$ cat src/rtl/adc_scan_controller.sv
// Round-robin scan controller for a serial-config SAR ADC: drives CONV/SCK/SDI,
// shifts results in MSB first, and strobes each result with its channel number.
module adc_scan_controller #(
  parameter int DATA_W      = 12,
  parameter int NUM_CH      = 8,
  parameter int CONV_CYCLES = 80,
  parameter int SCK_DIV     = 2,
  parameter int TACQ_CYCLES = 12
) (
  input  logic              clk,
  input  logic              rst,
  input  logic              en,
  input  logic [NUM_CH-1:0] ch_mask,
  input  logic              uni,
  output logic              adc_conv,
  output logic              adc_sck,
  output logic              adc_sdi,
  input  logic              adc_sdo,
  output logic [DATA_W-1:0] sample_data,
  output logic [2:0]        sample_ch,
  output logic              sample_valid,
  output logic              busy
);

  typedef enum logic [1:0] {S_IDLE, S_CONV, S_SHIFT, S_TACQ} state_t;

  localparam int CNT_MAX = (CONV_CYCLES > TACQ_CYCLES) ? CONV_CYCLES : TACQ_CYCLES;
  localparam int CNT_W   = $clog2(CNT_MAX + 1);
  localparam int PH_W    = $clog2(2 * SCK_DIV + 1);
  localparam int BIT_W   = (DATA_W > 1) ? $clog2(DATA_W) : 1;

  state_t            r_state, w_next;
  logic [CNT_W-1:0]  r_cnt;
  logic [PH_W-1:0]   r_ph;
  logic [BIT_W-1:0]  r_bit;
  logic [DATA_W-1:0] r_sr, w_sr_next, w_cfg;
  logic [2:0]        r_cur_ch, r_nch, w_nch, w_above, w_lowest;
  logic              r_uni, r_dummy, w_found_above;
  logic              w_conv_done, w_pulse_end, w_shift_done, w_tacq_done, w_cap, w_go;
  logic [DATA_W-1:0] r_sample_data;
  logic [2:0]        r_sample_ch;
  logic              r_sample_valid;

  assign w_go         = en && (ch_mask != '0);
  assign w_conv_done  = (r_state == S_CONV) && (r_cnt == CNT_W'(CONV_CYCLES - 1));
  assign w_pulse_end  = (r_ph == PH_W'(2 * SCK_DIV - 1));
  assign w_shift_done = (r_state == S_SHIFT) && w_pulse_end && (r_bit == BIT_W'(DATA_W - 1));
  assign w_tacq_done  = (r_state == S_TACQ) && (r_cnt == CNT_W'(TACQ_CYCLES - 1));
  assign w_cap        = (r_state == S_SHIFT) && (r_ph == PH_W'(SCK_DIV));
  assign w_sr_next    = w_cap ? {r_sr[DATA_W-2:0], adc_sdo} : r_sr;

  // State register
  always_ff @(posedge clk) begin
    if (rst) r_state <= S_IDLE;
    else     r_state <= w_next;
  end

  // Next-state logic
  always_comb begin
    w_next = r_state;
    case (r_state)
      S_IDLE:  if (w_go) w_next = S_CONV;
      S_CONV:  if (w_conv_done) w_next = S_SHIFT;
      S_SHIFT: if (w_shift_done) w_next = S_TACQ;
      S_TACQ:  if (w_tacq_done) w_next = w_go ? S_CONV : S_IDLE;
      default: w_next = S_IDLE;
    endcase
  end

  // Output logic: SDI holds its bit for the whole pulse since r_bit only moves at pulse end
  always_comb begin
    adc_conv = 1'b0;
    adc_sck  = 1'b0;
    adc_sdi  = 1'b0;
    busy     = (r_state != S_IDLE);
    case (r_state)
      S_CONV:  adc_conv = 1'b1;
      S_SHIFT: begin
        adc_sck = (r_ph >= PH_W'(SCK_DIV));
        adc_sdi = w_cfg[r_bit];
      end
      default: ;
    endcase
  end

  // Config word, bit k goes out during pulse k
  always_comb begin
    w_cfg    = '0;
    w_cfg[0] = 1'b1;
    w_cfg[1] = r_nch[0];
    w_cfg[2] = r_nch[2];
    w_cfg[3] = r_nch[1];
    w_cfg[4] = r_uni;
  end

  // Next channel: first set bit above the current one, else the lowest set bit
  always_comb begin
    w_above       = '0;
    w_lowest      = '0;
    w_found_above = 1'b0;
    for (int i = NUM_CH - 1; i >= 0; i--) begin
      if (ch_mask[i]) begin
        w_lowest = 3'(i);
        if (!r_dummy && (3'(i) > r_cur_ch)) begin
          w_above       = 3'(i);
          w_found_above = 1'b1;
        end
      end
    end
    w_nch = w_found_above ? w_above : w_lowest;
  end

  always_ff @(posedge clk) begin
    if (rst) begin
      r_cnt    <= '0;
      r_ph     <= '0;
      r_bit    <= '0;
      r_sr     <= '0;
      r_nch    <= '0;
      r_uni    <= 1'b0;
      r_cur_ch <= '0;
      r_dummy  <= 1'b1;
    end else begin
      r_cnt <= (r_state != w_next) ? '0 : r_cnt + 1'b1;
      r_sr  <= w_sr_next;
      if (r_state == S_SHIFT) begin
        r_ph <= w_pulse_end ? '0 : r_ph + 1'b1;
        if (w_pulse_end) r_bit <= r_bit + 1'b1;
      end else begin
        r_ph  <= '0;
        r_bit <= '0;
      end
      if (w_conv_done) begin
        r_nch <= w_nch;
        r_uni <= uni;
      end
      if (r_state == S_IDLE) r_dummy <= 1'b1;
      else if (w_shift_done) begin
        r_dummy  <= 1'b0;
        r_cur_ch <= r_nch;
      end
    end
  end

  // The result in the shifter belongs to the channel configured one frame earlier
  always_ff @(posedge clk) begin
    if (rst) begin
      r_sample_data  <= '0;
      r_sample_ch    <= '0;
      r_sample_valid <= 1'b0;
    end else begin
      r_sample_valid <= 1'b0;
      if (w_shift_done && !r_dummy) begin
        r_sample_data  <= w_sr_next;
        r_sample_ch    <= r_cur_ch;
        r_sample_valid <= 1'b1;
      end
    end
  end

  assign sample_data  = r_sample_data;
  assign sample_ch    = r_sample_ch;
  assign sample_valid = r_sample_valid;

endmodule

$ cat config.mk
export PLATFORM = sky130hd
export DESIGN_NAME = adc_scan_controller
export DESIGN_NICKNAME = d
export VERILOG_FILES = /design/src/rtl/adc_scan_controller.sv
export SDC_FILE = /design/constraint.sdc
export NUM_CORES = 1
export LEC_CHECK = 0
export ABC_AREA = 1
export CAP_MARGIN = 25
export CORE_MARGIN = 5
export CORE_UTILIZATION = 45
export DETAILED_ROUTE_END_ITERATION = 8
export HOLD_SLACK_MARGIN = 0.12
export PLACE_DENSITY_LB_ADDON = 0.25
export SLEW_MARGIN = 10
export SYNTH_ARGS = -nofsm -noshare
export SYNTH_HDL_FRONTEND = slang
export SYNTH_SLANG_ARGS = --single-unit
$ cat constraint.sdc
create_clock -name clk -period 2.47 [get_ports clk]
set_input_delay 0.494 -clock clk [delete_from_list [all_inputs] [get_ports clk]]
set_output_delay 0.494 -clock clk [all_outputs]
set_load 0.05 [all_outputs]
==> flow_metrics.tcl, run 1 <==
set metrics [dict create \
    status "finished clean" \
    antenna_found_initial 0 \
    wl_mm 4.56 \
    clk_pin_slew_ns 0.09 \
    syn_nets 334 \
    finalHoldViolCount 0 \
    worstPathArrival_ns 1.85 \
    final_core_util_pct 55.0 \
    ys_async_sr_fraction_pct 0 \
    synth_edf_count 0 \
    tightest_slew_ns 0.505 \
    worst_ep_required_time_ns 1.98 \
    timing.final.crit_period_ns 2.35 \
    r2r-start "r_ph[0]" \
    die_x_microns 81.9 \
    n_fill_cell 504 \
    p_total_mw 1.37 \
    ys_warn_count 0 \
    slew_violations 0 \
    ios 33 \
    grt_pass1_wl_mm 8.04 \
    synth_area_per_cell_sq_um 7.36 \
    yosysSeqAreaShare_pct 44.8 \
    synthCells 316 \
    viasPerCell 4.81 \
    wl_per_cell_microns 10.8 \
    rows 26 \
    gp_congestion 0.806 \
    insertion_delay_ns 0.30 \
    grt_setup_unrepaired "false" \
    grt_pass1_vias 1926 \
    relSlewSlack_pct 66.2 \
    p_leak_nw 1.14 \
    io_buffers 32 \
    netlist_area_sq_um 2330 \
    peakVddDrop_uv 336 \
    cts_tree "built" \
    fin_crit_sh_pct 95.0 \
    synth_area_leader_cell "dfxtp_1" \
    cp-start-kind "flop" \
    ys_seq_elements 52 \
    synth_commonest_cells "68 x nor2_1, 52 x dfxtp_1, 50 x nand2_1" \
    finalSetupTns_ns 0 \
    holdCritStartpoint "r_ph[0]" \
    powerDensity_nw_per_um2 491 \
    dpl.hpwl_mm 3.45 \
    grtUsageTotal_pct 15.1 \
    dpl_cell_area_sq_um 2710 \
    die_area_sq_um 6710 \
    clkSinkCount 52 \
    cts_setup_buffers 0 \
    nets 369 \
    die_y_microns 81.9 \
    cts_resized 0 \
    clk_path_buf_depth 2 \
    clock_skew_ns 0.00706 \
    drive_above_1_share_pct 8.83 \
    final_antenna_net_count 0 \
    area_growth_pct 20.1 \
    crit_type "reg -> out" \
    grt_start_max_net_pins 32 \
    cts_made_buffers 5 \
    synth.most_common_cell "nor2_1" \
    hp-class "reg -> reg" \
    synth.top_cell.area_share_pct 44.8 \
    core_area_sq_um 5070 \
    grt-ovfl-total 0 \
    cts_max_level 2 \
    start_util_pct 45.8 \
    vias 2026 \
    maxCapViolations 0 \
    critPathLaunch "r_state[1]" \
    cp_max_fo 7 \
    dr.pass1.iters 4 \
    finalSetupViolations 0 \
    hold_buffers 0 \
    drcViolationCount 0 \
    drtIter0Drc 105 \
    ys_top_cells_by_area "dfxtp_1 45%, nor2_1 11%, nand2_1 8.1%, a21oi_1 5.8%, inv_1 5.3%" \
    final_area_sq_um 2790 \
    fmax_mhz 426 \
    worstSetupEndpointType "output port" \
    antenna_cells 0 \
    ctsRootBufferMaster "clkbuf_8" \
    whs_ns 0.450 \
    netlist-cell-type-count 27 \
    ys.flop_type "dfxtp_1" \
]
final timing paths:
kind	slack, ns	depth (start not counted)	to
worst min-delay path	0.45	1	r_ph[0]
worst max-delay path	0.12	3	adc_sck
worst min register to register	0.45	1	r_ph[0]
worst max register to register	0.54	7	sample_data[11]
critical path, cell delays in order, from the launching register on:
cell	delay, ns
dfxtp_1	0.45
nand2_2	0.13
a21oi_1	0.15
clkdlybuf4s50_1	0.82
sequential cells by signal (all words and copies together) (netlist names):
name,count
r_bit,4
sample_valid,1
r_dummy,1
r_state,2
r_cnt,7
r_sr,12
r_cur_ch,3
sample_ch,3
r_uni,1
r_nch,3
sample_data,12
r_ph,3
routing by layer:
layer | part of all wire [%] | up-vias | GRT usage (%)
met5 | 0 | - | 0
met4 | 1.5 | 0 | 4.98
met3 | 3.5 | 6 | 2.96
met2 | 49 | 34 | 27.6
met1 | 46 | 904 | 17.5
li1 | - | 1082 | -
cells in the final DEF, fill, tap and decap left out, drive strengths merged:
cell and n:
nor3 3, a21oi 32, o22ai 1, nand4 5
a31oi 1, nor2 78, clkbuf 5, and3 1
buf 4, clkinv 1, clkinvlp 1, ha 5
xor2 4, o21ai 16, xnor2 3, nand2 53
dfxtp 52, clkdlybuf4s50 31, nand3 15, o211ai 2
inv 34, mux2i 2, nor4 2
report_power, final:
part	internal, mW	switching [mW]	total (mW)
Combinational	0.0308	0.0434	0.0742
Sequential	0.841	0.00302	0.844
Clock	0.192	0.262	0.454
Total	1.06	0.308	1.37
area by class of cell:
cell class	count	area [sq um]	share of cell area, %
Clock inverter	2	12.5	0.448
Timing Repair Buffer	35	340	12.2
Sequential cell	52	1040	37.3
Multi-Input combinational cell	223	1110	39.9
Tap cell	70	87.6	3.14
Clock buffer	5	68.8	2.46
Inverter	34	128	4.57
logic make-up after synthesis:
kind of cell / after synthesis / synth area share (%)
AND/OR/NAND/NOR: 157 / 29.4
adder cells (fa/ha/maj): 5 / 2.69
buffers and inverters: 41 / 7.32
AO/OA/AOI/OAI: 52 / 12.3
multiplexers: 2 / 0.861
flip-flops: 52 / 44.8
XOR/XNOR: 7 / 2.64
per-stage QoR:
stage	setup WS, ns	cells
2_1_floorplan	0.668	316
5_1_grt	0.0341	421
3_3_place_gp	0.400	414
4_1_cts	0.0862	421
3_5_place_dp	0.327	414
6_report	0.123	421
No activity file was read; power rests on OpenSTA's default activity.
==> run 2: changes to the inputs <==
Settings changed: CORE_ASPECT_RATIO from default to 0.75.
Clock period 2.47 ns to 2.7 ns, I/O delays scaled along.
==> flow_metrics.tcl, run 2 (synthesized netlist as in run 1, its figures left out) <==
set metrics [dict create \
    status "finished clean" \
    grt-ovfl-total 0 \
    die_x_microns 93.0 \
    die_area_sq_um 6720 \
    dpl.cell_count 404 \
    hp-class "reg -> reg" \
    p_leak_nw 1.14 \
    r2r-end "r_cnt[5]" \
    crit_family "buffers and inverters" \
    crit_type "reg -> out" \
    grtUsageTotal_pct 14.3 \
    critPathSlowestCell "clkdlybuf4s50_1" \
    dpl.hpwl_mm 3.44 \
    finalSetupTns_ns 0 \
    io_buffers 32 \
    grt_pass1_wl_mm 7.82 \
    clk_path_buf_depth 2 \
    dr.pass1.iters 4 \
    nets 369 \
    ff2ff_setup_slack_ns 0.57 \
    layout_common_cells "68 x nor2_1, 52 x dfxtp_1, 50 x nand2_1, 33 x inv_1, 32 x clkdlybuf4s50_1" \
    core_area_sq_um 4950 \
    maxCapViolations 0 \
    cts_made_buffers 5 \
    drcViolationCount 0 \
    cts_tree "built" \
    cts_resized 0 \
    grt_setup_unrepaired "false" \
    critPathLaunch "r_state[1]" \
    viasPerCell 4.90 \
    start_util_pct 46.9 \
    cts_setup_buffers 0 \
    grt_start_max_net_pins 32 \
    cp.depth 4 \
    antenna_found_initial 0 \
    cts_max_level 2 \
    finalSetupViolations 0 \
    ios 33 \
    powerDensity_nw_per_um2 459 \
    critPathCapture "adc_sdi" \
    cpPeakStageDelay_ns 0.80 \
    final_cells 412 \
    rows 22 \
    slew_violations 0 \
    vias 2018 \
    layout_commonest_cell "nor2_1" \
    insertion_delay_ns 0.31 \
    antenna_cells 0 \
    ctsRootBufferMaster "clkbuf_8" \
    final_antenna_net_count 0 \
    fin_crit_sh_pct 95.3 \
    wl_mm 4.56 \
    cp_max_fo 7 \
    r2r-start "r_ph[0]" \
    finalHoldViolCount 0 \
    timing.final.crit_period_ns 2.57 \
    fmax_mhz 389 \
    peakVddDrop_uv 235 \
    area_growth_pct 20.0 \
    wl_per_cell_microns 11.1 \
    relSlewSlack_pct 65.6 \
    p_total_mw 1.28 \
    worstSetupEndpointType "output port" \
    critPathBufInv 1 \
    clkSinkCount 52 \
    rr_worst_depth 10 \
    gp_congestion 0.833 \
    clock_skew_ns 0.0113 \
    dpl_cell_area_sq_um 2700 \
    path_cells "nand2_2, nor3_1, and3_1, clkdlybuf4s50_1" \
    final_area_sq_um 2790 \
    worstPathArrival_ns 2.03 \
    drtIter0Drc 73 \
    clk_pin_slew_ns 0.09 \
    die_y_microns 72.3 \
    drive_above_1_share_pct 8.81 \
    cp-start-kind "flop" \
    worst_ep_required_time_ns 2.16 \
    tightest_slew_ns 0.514 \
    grt_pass1_vias 1757 \
    hold_buffers 0 \
]
## run 2: worst min-delay path by stage
stage | depth (start not counted) | to | start | slack [ns]
4_1_cts | 1 | r_cnt[0] | r_cnt[0] | 0.46
6_report | 1 | r_cnt[0] | r_cnt[0] | 0.45
3_3_place_gp | 1 | r_cnt[0] | r_cnt[0] | 0.43
2_1_floorplan | 1 | r_ph[0] | r_ph[0] | 0.42
5_1_grt | 1 | r_ph[0] | r_ph[0] | 0.49
3_5_place_dp | 1 | r_cnt[0] | r_cnt[0] | 0.44
## run 2: power by group
| part | switching (mW) | internal (mW) |
|---|---|---|
| logic | 0.0393 | 0.0281 |
| registers | 0.00255 | 0.770 |
| clock network | 0.258 | 0.184 |
## run 2: area by class of cell
class	count	area [sq um]
sequential	52	1040
clock buffer	5	68.8
multi-input combinational	223	1110
timing repair buffer	35	343
clock inverter	3	21.3
fill	490	2160
inverter	34	128
tap	60	75.1
## run 2: per-layer routing
metal  global-route usage [%]  share of wire [%]  up-vias
li1                         -                  -     1085
met1                     19.6                 51      888
met2                     22.0                 43       36
met3                     4.04                4.9        9
met4                     4.23                1.5        0
met5                        0                  0        -
## run 2: stage by stage
step	util (%)	hold slack, ns	setup slack, ns
2_1_floorplan	-	0.417	0.856
3_3_place_gp	54.5	0.428	0.478
3_5_place_dp	54.5	0.440	0.450
4_1_cts	56.3	0.456	0.104
5_1_grt	56.3	0.490	0.0429
6_report	56.3	0.453	0.127
